**config.mk**
```make
export PLATFORM = sky130hd
export DESIGN_NAME = multicycle_ctrl
export DESIGN_NICKNAME = d
export VERILOG_FILES = /design/src/rtl/ctrl_pkg.sv /design/src/rtl/ctrl_decode.sv /design/src/rtl/multicycle_ctrl.sv
export SDC_FILE = /design/constraint.sdc
export NUM_CORES = 1
export LEC_CHECK = 0
export ABC_AREA = 1
export CORE_ASPECT_RATIO = 1.4
export CORE_MARGIN = 2
export CORE_UTILIZATION = 39
export CTS_BUF_LIST = sky130_fd_sc_hd__clkbuf_4 sky130_fd_sc_hd__clkbuf_8
export DETAILED_ROUTE_END_ITERATION = 7
export PLACE_DENSITY = 0.8
export SLEW_MARGIN = 20
export SYNTH_ARGS = -nofsm -noshare
export SYNTH_HDL_FRONTEND = slang
export SYNTH_SLANG_ARGS = --single-unit
```
**constraint.sdc**
```tcl
create_clock -name clk -period 1.5 [get_ports clk]
set_input_delay 0.3 -clock clk [delete_from_list [all_inputs] [get_ports clk]]
set_output_delay 0.3 -clock clk [all_outputs]
set_load 0.01 [all_outputs]
```
**src/rtl/ctrl_pkg.sv**
```systemverilog
// ctrl_pkg: shared types and encodings for the multicycle RV64 control unit.
//   state_t       - main FSM states
//   iclass_t      - instruction class produced by ctrl_decode
//   ds_sel_t      - writeback mux source select (also used by the datapath mux)
//   alu_op_t, shift_op_t, pc_src_t, alu_src_b_t - datapath control encodings
//   OP_*          - RV64 major opcodes recognised by the controller
package ctrl_pkg;

    typedef enum logic [3:0] {
        S_RST,
        S_FETCH,
        S_DECODE,
        S_EXEC_R,
        S_EXEC_I,
        S_WB,
        S_ADDR,
        S_MEM_RD,
        S_MEM_WR,
        S_BRANCH,
        S_LUI,
        S_JAL,
        S_JALR,
        S_ILLEGAL
    } state_t;

    typedef enum logic [3:0] {
        CLS_R,
        CLS_I,
        CLS_LD,
        CLS_SD,
        CLS_BR,
        CLS_LUI,
        CLS_JAL,
        CLS_JALR,
        CLS_BAD
    } iclass_t;

    typedef enum logic [2:0] {
        DS_ALU   = 3'b000,
        DS_LUI   = 3'b001,
        DS_MDR   = 3'b010,
        DS_SLT   = 3'b011,
        DS_SHIFT = 3'b100,
        DS_PC    = 3'b101
    } ds_sel_t;

    typedef enum logic [2:0] {
        ALU_ADD = 3'b000,
        ALU_SUB = 3'b001,
        ALU_AND = 3'b010,
        ALU_OR  = 3'b011,
        ALU_SLT = 3'b100
    } alu_op_t;

    typedef enum logic [1:0] {
        SH_SLL = 2'b00,
        SH_SRL = 2'b01,
        SH_SRA = 2'b10
    } shift_op_t;

    typedef enum logic [1:0] {
        PC_PLUS4  = 2'b00,
        PC_TARGET = 2'b01,
        PC_JALR   = 2'b10
    } pc_src_t;

    typedef enum logic [1:0] {
        SRCB_REG  = 2'b00,
        SRCB_IMM  = 2'b01,
        SRCB_FOUR = 2'b10
    } alu_src_b_t;

    localparam logic [6:0] OP_R      = 7'b0110011;
    localparam logic [6:0] OP_I      = 7'b0010011;
    localparam logic [6:0] OP_LOAD   = 7'b0000011;
    localparam logic [6:0] OP_STORE  = 7'b0100011;
    localparam logic [6:0] OP_BRANCH = 7'b1100011;
    localparam logic [6:0] OP_LUI    = 7'b0110111;
    localparam logic [6:0] OP_JAL    = 7'b1101111;
    localparam logic [6:0] OP_JALR   = 7'b1100111;

endpackage

```
**src/rtl/ctrl_decode.sv**
```systemverilog
// ctrl_decode: combinational instruction classifier for multicycle_ctrl.
//   instr    in  32  latched instruction register
//   iclass   out     instruction class used for dispatch out of DECODE
//   alu_op   out     ALU operation for EXEC_R / EXEC_I
//   shift_op out     shifter operation for immediate shifts
//   ds_sel   out     writeback source for this instruction
//   legal    out     instruction is supported (R/I-type legality is acted on
//                    in the EXEC states, everything else at DECODE)
module ctrl_decode
    import ctrl_pkg::*;
(
    input  logic [31:0] instr,
    output iclass_t     iclass,
    output alu_op_t     alu_op,
    output shift_op_t   shift_op,
    output ds_sel_t     ds_sel,
    output logic        legal
);

    logic [6:0] opcode;
    logic [2:0] funct3;
    logic [6:0] funct7;
    logic       unused_fields;

    assign opcode = instr[6:0];
    assign funct3 = instr[14:12];
    assign funct7 = instr[31:25];
    // Register/immediate fields are consumed by the datapath, not here.
    assign unused_fields = ^instr[24:15] ^ ^instr[11:7];

    always_comb begin
        iclass   = CLS_BAD;
        alu_op   = ALU_ADD;
        shift_op = SH_SLL;
        ds_sel   = DS_ALU;
        legal    = 1'b0;
        case (opcode)
            OP_R: begin
                // Class is R even when the funct fields are unsupported, so
                // the illegal decision lands in EXEC_R.
                iclass = CLS_R;
                case (funct3)
                    3'b000: begin
                        if (funct7 == 7'b0000000) begin
                            legal  = 1'b1;
                            alu_op = ALU_ADD;
                        end else if (funct7 == 7'b0100000) begin
                            legal  = 1'b1;
                            alu_op = ALU_SUB;
                        end
                    end
                    3'b010: begin
                        legal  = (funct7 == 7'b0000000);
                        alu_op = ALU_SLT;
                        ds_sel = DS_SLT;
                    end
                    3'b111: begin
                        legal  = (funct7 == 7'b0000000);
                        alu_op = ALU_AND;
                    end
                    3'b110: begin
                        legal  = (funct7 == 7'b0000000);
                        alu_op = ALU_OR;
                    end
                    default: legal = 1'b0;
                endcase
            end
            OP_I: begin
                iclass = CLS_I;
                case (funct3)
                    3'b000: legal = 1'b1;
                    3'b010: begin
                        legal  = 1'b1;
                        alu_op = ALU_SLT;
                        ds_sel = DS_SLT;
                    end
                    3'b001: begin
                        legal    = 1'b1;
                        shift_op = SH_SLL;
                        ds_sel   = DS_SHIFT;
                    end
                    3'b101: begin
                        legal    = 1'b1;
                        shift_op = instr[30] ? SH_SRA : SH_SRL;
                        ds_sel   = DS_SHIFT;
                    end
                    default: legal = 1'b0;
                endcase
            end
            OP_LOAD: begin
                if (funct3 == 3'b011) begin
                    iclass = CLS_LD;
                    ds_sel = DS_MDR;
                    legal  = 1'b1;
                end
            end
            OP_STORE: begin
                if (funct3 == 3'b011) begin
                    iclass = CLS_SD;
                    legal  = 1'b1;
                end
            end
            OP_BRANCH: begin
                if (funct3 == 3'b000 || funct3 == 3'b001) begin
                    iclass = CLS_BR;
                    alu_op = ALU_SUB;
                    legal  = 1'b1;
                end
            end
            OP_LUI: begin
                iclass = CLS_LUI;
                ds_sel = DS_LUI;
                legal  = 1'b1;
            end
            OP_JAL: begin
                iclass = CLS_JAL;
                ds_sel = DS_PC;
                legal  = 1'b1;
            end
            OP_JALR: begin
                iclass = CLS_JALR;
                ds_sel = DS_PC;
                legal  = 1'b1;
            end
            default: iclass = CLS_BAD;
        endcase
    end

endmodule

```
**src/rtl/multicycle_ctrl.sv**
```systemverilog
// multicycle_ctrl: main control FSM for the multicycle RV64 datapath.
// Sequences fetch/decode/execute/memory/writeback; all outputs are Moore
// outputs decoded from the state register plus the latched instr fields.
//   clk, reset   clock, asynchronous active-high reset
//   instr        instruction register (valid from DECODE onward)
//   zero         ALU zero flag (branch condition)
//   mem_read/mem_write, ir_write, mdr_write, pc_write, reg_write  enables
//   pc_src, alu_src_b, alu_op, shift_op, ds_sel                   selects
//   instr_done   pulse on the last cycle of every instruction
//   illegal      high while parked in ILLEGAL
//   state_dbg    current FSM state for observation
// MEM_LAT: memory latency in cycles, legal range 1..15.
module multicycle_ctrl
    import ctrl_pkg::*;
#(
    parameter int MEM_LAT = 2
) (
    input  logic        clk,
    input  logic        reset,
    input  logic [31:0] instr,
    input  logic        zero,
    output logic        mem_read,
    output logic        mem_write,
    output logic        ir_write,
    output logic        mdr_write,
    output logic        pc_write,
    output logic [1:0]  pc_src,
    output logic [1:0]  alu_src_b,
    output logic [2:0]  alu_op,
    output logic [1:0]  shift_op,
    output logic        reg_write,
    output logic [2:0]  ds_sel,
    output logic        instr_done,
    output logic        illegal,
    output state_t      state_dbg
);

    localparam logic [3:0] LAST = 4'(MEM_LAT - 1);

    state_t    state, state_next;
    logic [3:0] cnt, cnt_next;
    logic       cnt_last;
    logic       rd_nz;

    iclass_t   dec_class;
    alu_op_t   dec_alu_op;
    shift_op_t dec_shift_op;
    ds_sel_t   dec_ds_sel;
    logic      dec_legal;

    ctrl_decode u_decode (
        .instr    (instr),
        .iclass   (dec_class),
        .alu_op   (dec_alu_op),
        .shift_op (dec_shift_op),
        .ds_sel   (dec_ds_sel),
        .legal    (dec_legal)
    );

    assign cnt_last  = (cnt == LAST);
    // Writes to x0 are suppressed here so the register file needs no guard.
    assign rd_nz     = (instr[11:7] != 5'd0);
    assign state_dbg = state;

    always_ff @(posedge clk or posedge reset) begin
        if (reset) begin
            state <= S_RST;
            cnt   <= '0;
        end else begin
            state <= state_next;
            cnt   <= cnt_next;
        end
    end

    always_comb begin
        state_next = state;
        cnt_next   = '0;
        mem_read   = 1'b0;
        mem_write  = 1'b0;
        ir_write   = 1'b0;
        mdr_write  = 1'b0;
        pc_write   = 1'b0;
        pc_src     = PC_PLUS4;
        alu_src_b  = SRCB_REG;
        alu_op     = ALU_ADD;
        shift_op   = SH_SLL;
        reg_write  = 1'b0;
        ds_sel     = DS_ALU;
        instr_done = 1'b0;
        illegal    = 1'b0;
        case (state)
            S_RST: state_next = S_FETCH;
            S_FETCH: begin
                mem_read = 1'b1;
                if (cnt_last) begin
                    ir_write   = 1'b1;
                    pc_write   = 1'b1;
                    pc_src     = PC_PLUS4;
                    state_next = S_DECODE;
                end else begin
                    cnt_next = cnt + 4'd1;
                end
            end
            S_DECODE: begin
                // Branch target is precomputed while the opcode is dispatched.
                alu_src_b = SRCB_IMM;
                case (dec_class)
                    CLS_R:    state_next = S_EXEC_R;
                    CLS_I:    state_next = S_EXEC_I;
                    CLS_LD,
                    CLS_SD:   state_next = S_ADDR;
                    CLS_BR:   state_next = S_BRANCH;
                    CLS_LUI:  state_next = S_LUI;
                    CLS_JAL:  state_next = S_JAL;
                    CLS_JALR: state_next = S_JALR;
                    default:  state_next = S_ILLEGAL;
                endcase
            end
            S_EXEC_R: begin
                alu_src_b  = SRCB_REG;
                alu_op     = dec_alu_op;
                state_next = dec_legal ? S_WB : S_ILLEGAL;
            end
            S_EXEC_I: begin
                alu_src_b  = SRCB_IMM;
                alu_op     = dec_alu_op;
                shift_op   = dec_shift_op;
                state_next = dec_legal ? S_WB : S_ILLEGAL;
            end
            S_WB: begin
                reg_write  = rd_nz;
                ds_sel     = dec_ds_sel;
                instr_done = 1'b1;
                state_next = S_FETCH;
            end
            S_ADDR: begin
                alu_src_b  = SRCB_IMM;
                alu_op     = ALU_ADD;
                state_next = (dec_class == CLS_LD) ? S_MEM_RD : S_MEM_WR;
            end
            S_MEM_RD: begin
                mem_read = 1'b1;
                if (cnt_last) begin
                    mdr_write  = 1'b1;
                    state_next = S_WB;
                end else begin
                    cnt_next = cnt + 4'd1;
                end
            end
            S_MEM_WR: begin
                mem_write = 1'b1;
                if (cnt_last) begin
                    instr_done = 1'b1;
                    state_next = S_FETCH;
                end else begin
                    cnt_next = cnt + 4'd1;
                end
            end
            S_BRANCH: begin
                alu_op     = ALU_SUB;
                pc_src     = PC_TARGET;
                // funct3[0] distinguishes bne from beq.
                pc_write   = instr[12] ? ~zero : zero;
                instr_done = 1'b1;
                state_next = S_FETCH;
            end
            S_LUI: begin
                reg_write  = rd_nz;
                ds_sel     = DS_LUI;
                instr_done = 1'b1;
                state_next = S_FETCH;
            end
            S_JAL, S_JALR: begin
                reg_write  = rd_nz;
                ds_sel     = DS_PC;
                pc_write   = 1'b1;
                pc_src     = (state == S_JAL) ? PC_TARGET : PC_JALR;
                instr_done = 1'b1;
                state_next = S_FETCH;
            end
            S_ILLEGAL: illegal = 1'b1;
            default:   state_next = S_RST;
        endcase
    end

endmodule

```
==> results of run 1 <==
-- cells in the mapped netlist --
cell type	n	share of area [%]
nand2_2	7	3.5
xnor2_1	1	0.69
buf_4	3	1.8
nand2_1	54	16
inv_1	32	9.5
nand3_2	2	1.6
nand3_1	17	6.7
o221ai_1	1	0.69
o21ai_0	4	1.6
dfrtp_1	8	16
nor2_2	4	2.0
ha_1	4	4.0
o22ai_1	1	0.49
nor3_2	1	0.79
nor2_4	4	3.6
o21bai_1	1	0.59
o211ai_1	1	0.59
o21ai_1	3	1.2
a31oi_1	1	0.49
xor2_1	2	1.4
a21oi_1	7	2.8
or2_1	1	0.49
inv_2	8	2.4
or2_2	3	1.5
nor3_1	12	4.7
nand4_1	4	2.0
o31ai_1	1	0.59
nor2_1	40	12
nand3b_1	1	0.59
conb_1	1	0.30
-- metrics by stage --
stage	TNS [ns]	hold WS (ns)	setup WS [ns]	util, %	instance area [sq um]
after CTS	-5.87	0.315	-0.338	92.6	2890
after detailed placement	-14.91	0.561	-1.18	76.4	2390
after global placement	-14.06	0.557	-1.14	76.4	2390
after floorplan	-0.0930	0.116	-0.0442	-	1340
-- cell families after synthesis --
family                     count (synthesis)  synth area share, %
DFF                                        8                 15.8
buffers and inverters                     43                 13.6
adders and majority gates                  4                 3.95
other                                      1                0.296
AOI/OAI and AO/OA                         20                 8.99
and+or+nand+nor                          150                 55.2
xor gates and xnor gates                   3                 2.08
-- repair_timing --
action                     4_1_cts
pin swaps                       38
gates resized for setup        210
buffers inserted                38
setup endpoints to repair       30
==> metrics.md, run 1 <==
| Metric | Value |
|---|---|
| Status | aborted with a tool error |
| Last stage | global routing |
| Tool error | [ERROR DPL-0038] Utilization greater than 100%, impossible to legalize |
| Placer congestion estimate | 0.822 |
| Post-synthesis cell type count | 30 |
| Synth Register Bits | 8 |
| GR repair worst EP | shift_op[0] |
| CTS Hold Bufs | 0 |
| Largest net degree at the start of global routing | 9 |
| H-Tree Depth | 1 |
| I/O pin count | 59 |
| Cells after DPL | 387 |
| Initial Utilization | 40.5% |
| Post-Syn Area | 1270 sq um |
| Row Count | 24 |
| I/O Buffers | 47 |
| CTS Buf Count | 3 |
| Synth Area per Inst | 5.53 sq um |
| Clk root buf | clkbuf_8 |
| Mapped Nets | 268 |
| Die H | 71.4 microns |
| Syn. warnings | 0 |
| Clock net sink count | 8 |
| CTS max path bufs | 2 |
| Sequential-to-total area share from yosys stat | 15.8% |
| HPWL after DPL | 3890 microns |
| Mapped Cells | 229 |
| Chip width | 52.2 microns |
| Worst endpoint type | primary output |
==> inputs of run 2 (changes only) <==
--- a/config.mk
+++ b/config.mk
@@ -6,12 +6,10 @@
 export NUM_CORES = 1
 export LEC_CHECK = 0
 export ABC_AREA = 1
-export CORE_ASPECT_RATIO = 1.4
-export CORE_MARGIN = 2
-export CORE_UTILIZATION = 39
-export CTS_BUF_LIST = sky130_fd_sc_hd__clkbuf_4 sky130_fd_sc_hd__clkbuf_8
+export CORE_AREA = 2 2 63 65
 export DETAILED_ROUTE_END_ITERATION = 7
-export PLACE_DENSITY = 0.8
+export DIE_AREA = 0 0 65 67
+export PLACE_DENSITY_LB_ADDON = 0.15
 export SLEW_MARGIN = 20
 export SYNTH_ARGS = -nofsm -noshare
 export SYNTH_HDL_FRONTEND = slang
==> constraint.sdc (replaced) <==
create_clock -name clk -period 1.95 [get_ports clk]
set_input_delay 0.39 -clock clk [delete_from_list [all_inputs] [get_ports clk]]
set_output_delay 0.39 -clock clk [all_outputs]
set_load 0.01 [all_outputs]
==> run 2 against run 1 <==
The flow now finishes, with violations (negative setup slack). Synthesized area is the same. Synthesized cell count did not move.
==> metrics.md, run 2 <==
| Metric | Value |
|---|---|
| Status | complete, but fails checks |
| Failing checks | negative setup slack |
| Clock net sink count | 8 |
| Synth Register Bits | 8 |
| Worst Reg2Reg Path Length in Cells | 10 |
| Syn. warnings | 0 |
| Post-Syn Area | 1270 sq um |
| Leading cell type in the layout, fill and taps excluded | buf_4 |
| Post-synthesis cell type count | 30 |
| Total length of routed wires | 6390 microns |
| WP data required | 2.08 ns |
| EDFF count, synth | 0 |
| Commonest non-fill, non-tap cells in the layout | buf_4, nand2_1, nor2_1 |
| Die ar. | 4360 sq um |
| Clk network pwr share | 10.7% |
| Terminus of the critical flop-to-flop path | state_dbg[0] |
| Crit-path most repeated cell | nand2_1 |
| Mapped Cells | 229 |
| Worst reg2reg setup slack | 0.14 ns |
| Vias in the first global route | 1905 |
| I/O pin count | 59 |
| Sequential-to-total area share from yosys stat | 15.8% |
| Net Sw Frac | 46.8% |
| Buf/Inv on CP | 7 |
| Seq pwr share | 13.4% |
| CTS Buf Count | 3 |
| Antenna violation net count after detailed routing | 0 |
| Grt total ovfl | 0 |
| Critical Path Source | instr[5] |
| Chip width | 65 microns |
| Combinational share of power | 76.0% |
| CP max FO | 5 |
| Mapped Nets | 268 |
| HPWL after DPL | 3430 microns |
| Synth Area per Inst | 5.53 sq um |
| Drt drc | 0 |
| CP arrival | 2.19 ns |
| Leakage Power | 1.48 nW |
| ANT cells | 0 |
| Clk pin slew, worst setup/hold paths | 0.04 ns |
| Critical Path End Type | flip-flop |
| Max Cap Viol | 0 |
| Proportion of netlist area held by the largest area contributor | 16.0% |
| Most used standard cell by instance count after synthesis | nand2_1 |
| Initial antenna violation count | 0 |
| CTS max path bufs | 2 |
| Row Count | 22 |
| Post-DR vias/cell | 5.17 |
| Crit path launch type | primary input |
| F_max | 484 MHz |
| Post-route cell area | 2800 sq um |
| Via count | 2152 |
| Async SR Flop Fraction | 100% |
| All-Layer GR Usage | 23.1% |
| RSZ-0062 raised after global routing | yes |
| Largest stage delay on the critical path | 0.17 ns |
| Placer congestion estimate | 0.893 |
| Clk root buf | clkbuf_8 |
| Area Overhead vs Synth | 121% |
| Internal power | 0.00105 W |
| Sw power | 0.000925 W |
| Setup ws final | -0.116 ns |
| Clk_lat worst skew | 0.23 ns |
| Fin crit share | 106% |
| Largest net degree at the start of global routing | 9 |
| # setup viols final | 4 |
| H-Tree Depth | 1 |
| Initial DRT Pass Iterations | 4 |
| Slew Viols, Final | 0 |
| Worst path top cell family by delay | simple AND/OR/NAND/NOR gates |
| First DRT Iteration DRCs | 161 |
| Final hold vios | 0 |
| Critical path class | in -> reg |
| Synth top area cells | nand2_1, dfrtp_1, nor2_1 |
| Filler Cell Count | 255 |
| Power density cells | 705 nW/um^2 |
| Max VDD drop | 0.334 mV |
| Most used DFF post-synth | dfrtp_1 |
| Die H | 67 microns |
| Final setup skew | 0.00106 ns |
| CTS Hold Bufs | 0 |
| I/O Buffers | 47 |
| DP Area | 2250 sq um |
| First-pass GRT wire length | 7780 microns |
| Post-synth top cells | nand2_1, nor2_1, inv_1 |
| Hold crit path type | in -> async |
| Initial Utilization | 35.1% |
| CTS tree | yes |
| CP cell instances | buf_2, nand3_2, nor2_4, nor2_4, inv_2, buf_4, buf_4, buf_4, buf_4, ha_4, inv_2, nor2_1, nor2_1, nand2_1, nand2_1, nand2_1, nand2_1, nand2_1 |
| Area leader, netlist | nand2_1 |
| CORE AREA | 3610 sq um |
| Final min period | 2.07 ns |
| WL per Instance | 15.4 microns |
| Worst R2R Start | state_dbg[2] |
| Highest-delay cell along the critical path | buf_2 |
| Share of cells above drive strength 1 | 57.1% |
| Final Power | 0.00198 W |
| Nets@finish | 409 |
[run 2: layout make-up]
type	instances	area (sq um)	area share [%]
inverter	40	163	5.80
timing repair buffer	139	1120	39.9
clock buffer	3	41.3	1.47
multi-input combinational	178	1220	43.6
tap	48	60.1	2.14
sequential	8	200	7.14
[run 2: per-layer routing]
layer / track usage (%) / part of all wire [%] / vias up
met4: 9.04 / 6.7 / 0
met2: 43.8 / 49 / 127
li1: - / - / 1001
met1: 25.7 / 37 / 985
met5: 0 / 0 / -
met3: 3.55 / 7.0 / 39
[run 2: worst max-delay path by stage]
stage / endpoint / depth (start not counted)
detailed placement: ds_sel[1] / 10
finish: state_dbg[2] / 18
floorplan: alu_op[0] / 7
global route: state_dbg[2] / 18
global placement: ds_sel[1] / 11
CTS: ds_sel[1] / 11
[run 2: what timing repair did]
item,4_1_cts,5_1_grt
buffers inserted,23,6
setup endpoints to repair,22,18
pin swaps,29,36
gates resized for setup,128,96
hold endpoints to repair,0,0
[run 2: worst reg2reg max path, stage by stage (launching register included)]
cell and delay [ns]:
dfrtp_1 0.42, buf_6 0.15, nor2_2 0.17, nand3_2 0.12, buf_4 0.16, nand3_1 0.11, nand2_1 0.11, o21ai_1 0.23
inv_2 0.08, nand2_1 0.08, nand2_1 0.05
[run 2: stage by stage]
stage	cells	util, %	setup TNS [ns]	hold slack, ns	setup WS (ns)
after CTS	410	69.7	-0.202	0.417	-0.150
after detailed placement	384	62.3	-7.25	0.571	-0.797
final	416	77.8	-0.252	0.407	-0.116
after global routing	416	77.8	-0.830	0.438	-0.215
after global placement	384	62.3	-7.22	0.559	-0.764
after floorplan	229	-	0	0.206	0.199
[run 2: cell families after synthesis]
kind of cell,synth area share (%)
AOI/OAI and AO/OA,8.99
buffers and inverters,13.6
and+or+nand+nor,55.2
adders and majority gates,3.95
other,0.296
xor gates and xnor gates,2.08
DFF,15.8
[run 2: power groups by stage]
stage	sequential (W)	clock [W]	combinational, W
final	0.000264	0.000211	0.00150
after global placement	0.000251	0	0.00127
after global routing	0.000268	0.000227	0.00163
after floorplan	0.000283	0	0.000538
after detailed placement	0.000253	0	0.00127
after CTS	0.000255	0.000203	0.00127
Note: power is estimated with default switching activity, not from simulation.
==> inputs of run 3 (changes only) <==
==> constraint.sdc (replaced) <==
create_clock -name clk -period 2 [get_ports clk]
set_input_delay 0.4 -clock clk [delete_from_list [all_inputs] [get_ports clk]]
set_output_delay 0.4 -clock clk [all_outputs]
set_load 0.01 [all_outputs]
==> run 3 against run 2 <==
The run still ends with negative setup slack left. Utilization is 4.9 points lower. Design area is 6.3% lower. Total power is 11% lower. Highest routed layer unchanged.
==> metrics.md, run 3 (same netlist as run 2, synthesis figures left out) <==
| Metric | Value |
|---|---|
| Status | complete, but fails checks |
| Failing checks | negative setup slack |
| ANT cells | 0 |
| CTS tree | yes |
| WL met2 | 2800 microns |
| Worst reg2reg setup slack | 0.17 ns |
| Worst Reg2Reg Path Length in Cells | 11 |
| Vias in the first global route | 1870 |
| Drt drc | 0 |
| Post-DR vias/cell | 5.03 |
| Worst R2R Start | state_dbg[1] |
| CORE AREA | 3610 sq um |
| Worst Tran Pin Value | 0.519 ns |
| First DRT Iteration DRCs | 73 |
| First-pass GRT wire length | 7780 microns |
| H-Tree Depth | 1 |
| Critical Path End Type | output port |
| Initial antenna violation count | 0 |
| WL per Instance | 13.8 microns |
| Max VDD drop | 0.271 mV |
| Setup ws final | -0.0324 ns |
| Row Count | 22 |
| Met3 wire len | 428 microns |
| Hold crit path type | in -> async |
| Largest net degree at the start of global routing | 10 |
| Max Cap Viol | 0 |
| Commonest non-fill, non-tap cells in the layout | buf_4, nand2_1, inv_1 |
| Share of cells above drive strength 1 | 52.4% |
| CTS Buf Count | 3 |
| Antenna violation net count after detailed routing | 0 |
| CP cell instances | buf_2, inv_4, nand3_4, nor2_4, nor2_2, nand4_1, nor2_4, nor2_2, nor3_2, buf_2 |
| HPWL after DPL | 3400 microns |
| I/O pin count | 59 |
| Die ar. | 4360 sq um |
| RSZ-0062 raised after global routing | yes |
| CTS max path bufs | 2 |
| Fin crit share | 102% |
| Slew Viols, Final | 0 |
| Nets@finish | 398 |
| Initial Utilization | 35.1% |
| I/O Buffers | 47 |
| Placer congestion estimate | 0.904 |
| CP arrival | 1.63 ns |
| Total length of routed wires | 5610 microns |
| Met1 Routed Length | 2080 microns |
| Final Util | 72.9% |
| Initial DRT Pass Iterations | 4 |
| Leading cell type in the layout, fill and taps excluded | buf_4 |
| # setup viols final | 2 |
| Area Overhead vs Synth | 108% |
| Largest stage delay on the critical path | 0.20 ns |
| Crit path launch type | primary input |
| All-Layer GR Usage | 22.7% |
| Buf/Inv on CP | 3 |
| Final min period | 2.03 ns |
| Worst path top cell family by delay | simple AND/OR/NAND/NOR gates |
| WP data required | 1.60 ns |
| Top Metal Used | met4 |
| Highest-delay cell along the critical path | buf_2 |
| Final Power | 0.00175 W |
| Fin Setup TNS | -0.0333 ns |
| CTS Hold Bufs | 0 |
| CP max FO | 4 |
| Grt total ovfl | 0 |
| Critical path class | in -> out |
| Leakage Power | 1.41 nW |
| Rel. slew slack | 65.1% |
| Chip width | 65 microns |
| Die H | 67 microns |
| Power density cells | 666 nW/um^2 |
| Clk pin slew, worst setup/hold paths | 0.04 ns |
| Clk_lat worst skew | 0.23 ns |
| Via count | 2039 |
| Final hold vios | 0 |
| Terminus of the critical flop-to-flop path | state_dbg[1] |
| Clk root buf | clkbuf_8 |
| Pre-CTS WS | -0.756 ns |
| Final setup skew | 0.00161 ns |
| F_max | 492 MHz |
| Clock net sink count | 8 |
run 3: cell count changes in the layout (fill, tap and decap cells not counted), moves of 2 or more:
cell	before	now
buf_6	12	6
buf_2	14	12
nor2_4	16	12
buf_4	84	78
inv_2	15	11
nand3_1	10	12
clkbuf_2	2	4
nand3_2	7	4
buf_8	2	0
nor2_2	9	13
a21oi_2	4	2
inv_1	21	26
run 3: how the worst max path moves through the flow:
stage / slack (ns) / start / cells past startpoint / end
floorplan: 0.23 / instr[12] / 7 / alu_op[0]
global placement: -0.76 / instr[2] / 9 / ds_sel[1]
detailed placement: -0.76 / instr[6] / 11 / ds_sel[1]
CTS: -0.08 / instr[0] / 12 / ds_sel[1]
global route: -0.10 / instr[4] / 11 / ds_sel[1]
finish: -0.03 / instr[4] / 10 / ds_sel[1]
run 3: per-layer routing:
layer  track usage [%]  vias up
met2              42.9      116
li1                  -      980
met4              5.59        0
met5                 0        -
met1              26.3      909
met3              4.05       34
run 3: timing repair:
| item | in CTS | in global routing |
|---|---|---|
| setup endpoints to repair | 22 | 15 |
| pin swaps | 23 | 25 |
| gates resized for setup | 114 | 72 |
| setup buffers | 15 | 8 |
| hold endpoints to repair | 0 | 0 |
run 3: stage by stage:
stage | instance area (sq um) | instances | hold WS [ns]
4_1_cts | 2450 | 398 | 0.426
5_1_grt | 2630 | 405 | 0.445
3_3_place_gp | 2220 | 380 | 0.562
6_report | 2630 | 405 | 0.423
2_1_floorplan | 1270 | 229 | 0.216
3_5_place_dp | 2220 | 380 | 0.569
run 3: where the power goes:
part / total, W / internal (W) / leakage [nW] / switching, W
logic: 0.00131 / 0.000628 / 1.28 / 0.000684
clock network: 0.000190 / 0.000130 / 0.0216 / 0.0000596
registers: 0.000250 / 0.000213 / 0.106 / 0.0000362
run 3: cell type report:
class                           count  area [sq um]
Timing Repair Buffer              128          1010
Fill cell                         296           978
Clock buffer                        3          41.3
Sequential cell                     8           200
Tap cell                           48          60.1
Inverter                           40           158
Multi-Input combinational cell    178          1160
run 3: worst reg2reg max path, cell delays in order, from the launching register on:
cell      delay (ns)
dfrtp_1         0.35
buf_4           0.13
inv_1           0.05
buf_4           0.14
nor2_1          0.08
inv_1           0.09
nor3_1          0.42
nand2_1         0.11
nand3b_1        0.20
nand3_1         0.10
nand2_1         0.05
nand2_1         0.04
==> inputs of run 4 (changes only) <==
--- a/config.mk
+++ b/config.mk
@@ -10,7 +10,7 @@
 export DETAILED_ROUTE_END_ITERATION = 7
 export DIE_AREA = 0 0 65 67
 export PLACE_DENSITY_LB_ADDON = 0.15
-export SLEW_MARGIN = 20
 export SYNTH_ARGS = -nofsm -noshare
 export SYNTH_HDL_FRONTEND = slang
 export SYNTH_SLANG_ARGS = --single-unit
+export TNS_END_PERCENT = 5
==> run 4 against run 3 <==
The run still ends with negative setup slack left. Clock-buffer cell count unchanged. Maximum frequency decreased by 3.9%. Setup slack got worse by 0.083 ns. Die area unchanged. Design area decreased by 9.1%. Sequential power about the same. Largest cell class unchanged. Largest power group unchanged. Highest routed layer unchanged.
==> metrics.md, run 4 (same netlist as run 2, synthesis figures left out) <==
| Metric | Value |
|---|---|
| Grt total ovfl | 0 |
| WP data required | 1.60 ns |
| Die ar. | 4360 sq um |
| Initial Utilization | 35.1% |
| First DRT Iteration DRCs | 77 |
| All-Layer GR Usage | 21.0% |
| Initial DRT Pass Iterations | 4 |
| Clk pin slew, worst setup/hold paths | 0.04 ns |
| Die H | 67 microns |
| Placer congestion estimate | 0.904 |
| # setup viols final | 4 |
| Max Cap Viol | 0 |
| Vias in the first global route | 1736 |
| I/O Buffers | 47 |
| Total length of routed wires | 4400 microns |
| HPWL after DPL | 3400 microns |
| Leading cell type in the layout, fill and taps excluded | buf_4 |
| Final min period | 2.12 ns |
| Area Overhead vs Synth | 88.5% |
| DP Area | 2220 sq um |
| Worst R2R Start | state_dbg[1] |
| Hold crit path type | in -> async |
| Power density cells | 683 nW/um^2 |
| Drt drc | 0 |
| Max VDD drop | 0.270 mV |
| Critical Path End Type | output port |
| H-Tree Depth | 1 |
| Crit path launch type | primary input |
| Fin crit share | 106% |
| Final hold vios | 0 |
| Combinational share of power | 73.1% |
| Sw power | 0.000709 W |
| Commonest non-fill, non-tap cells in the layout | buf_4, nand2_1, nor2_1 |
| CORE AREA | 3610 sq um |
| Status | complete, but fails checks |
| I/O pin count | 59 |
| Critical path class | in -> out |
| CP max FO | 4 |
| Clock net sink count | 8 |
| Setup ws final | -0.115 ns |
| CTS Buf Count | 3 |
| Internal power | 0.000920 W |
| Initial antenna violation count | 0 |
| Critical Path Source | instr[12] |
| RSZ-0062 raised after global routing | yes |
| WL per Instance | 11.3 microns |
| CTS max path bufs | 2 |
| Pre-CTS WS | -0.756 ns |
| Chip width | 65 microns |
| ANT cells | 0 |
| Row Count | 22 |
| Post-route cell area | 2390 sq um |
| First-pass GRT wire length | 7200 microns |
| Post-DR vias/cell | 4.73 |
| CP arrival | 1.72 ns |
| Share of cells above drive strength 1 | 41.8% |
| Worst Reg2Reg Path Length in Cells | 11 |
| Final setup skew | 0.00313 ns |
| Largest net degree at the start of global routing | 10 |
| Clk_lat worst skew | 0.23 ns |
| Leakage Power | 1.28 nW |
| Nets@finish | 383 |
| Via count | 1846 |
| Antenna violation net count after detailed routing | 0 |
| F_max | 473 MHz |
| Seq pwr share | 15.2% |
| Failing checks | negative setup slack |
| Net Sw Frac | 43.5% |
| Clk network pwr share | 11.6% |
| CTS tree | yes |
| CTS Hold Bufs | 0 |
| Slew Viols, Final | 0 |
| Clk root buf | clkbuf_8 |
| Filler Cell Count | 342 |
## run 4: layout make-up
cell class	count	area [sq um]	area share (%)
clock buffers	3	41.3	1.73
inverters	40	153	6.39
multi-input cells	178	1030	43.1
flip-flops and latches	8	200	8.39
well taps	48	60.1	2.52
repair buffers	113	905	37.9
## run 4: final timing paths
path | endpoint | slack, ns
worst min-delay path | state_dbg[1] | 0.43
max in group asynchronous | state_dbg[2] | 1.34
min in group clk | cnt[0] | 0.59
worst min register to register | cnt[0] | 0.59
worst max register to register | state_dbg[0] | 0.30
worst max-delay path | alu_op[0] | -0.12
## run 4: power groups by stage
stage / Clock [W] / Sequential (W) / Combinational [W]
after floorplan: 0 / 0.000276 / 0.000524
after global placement: 0 / 0.000244 / 0.00121
after detailed placement: 0 / 0.000245 / 0.00121
after CTS: 0.000196 / 0.000244 / 0.00119
after global routing: 0.000202 / 0.000254 / 0.00133
final: 0.000189 / 0.000248 / 0.00119
## run 4: repair_timing
action / in CTS / in global routing
hold endpoints to repair: 0 / 0
pin swaps: 15 / 8
endpoints found under the setup margin: 22 / 15
gates resized for setup: 82 / 20
setup buffers: 6 / 1
## run 4: stage by stage
| step | std cells | utilization (%) | total power (W) | TNS (ns) | hold WS, ns |
|---|---|---|---|---|---|
| CTS | 389 | 64.9 | 0.00163 | -0.547 | 0.426 |
| finish | 390 | 66.2 | 0.00163 | -0.342 | 0.425 |
| global route | 390 | 66.2 | 0.00179 | -1.40 | 0.445 |
| floorplan | 229 | - | 0.000800 | 0 | 0.216 |
| global placement | 380 | 61.5 | 0.00145 | -6.72 | 0.562 |
| detailed placement | 380 | 61.5 | 0.00145 | -6.76 | 0.569 |
## run 4: worst max-delay path, stage by stage
cell and delay [ns]:
dlygate4sd2_1 0.27, or2_1 0.27, nor3_2 0.15, nand2_1 0.10, o31ai_1 0.08, a21oi_1 0.14, o21ai_1 0.14, buf_2 0.15
## run 4: layer usage
layer | share of wire [%] | vias to the layer above | track usage, % | routed length [microns]
met5 | 0 | - | 0 | 0
met1 | 43 | 818 | 24.5 | 1880
met2 | 50 | 73 | 39.9 | 2180
li1 | - | 948 | - | -
met4 | 1.2 | 0 | 3.46 | 54
met3 | 6.4 | 7 | 4.22 | 280
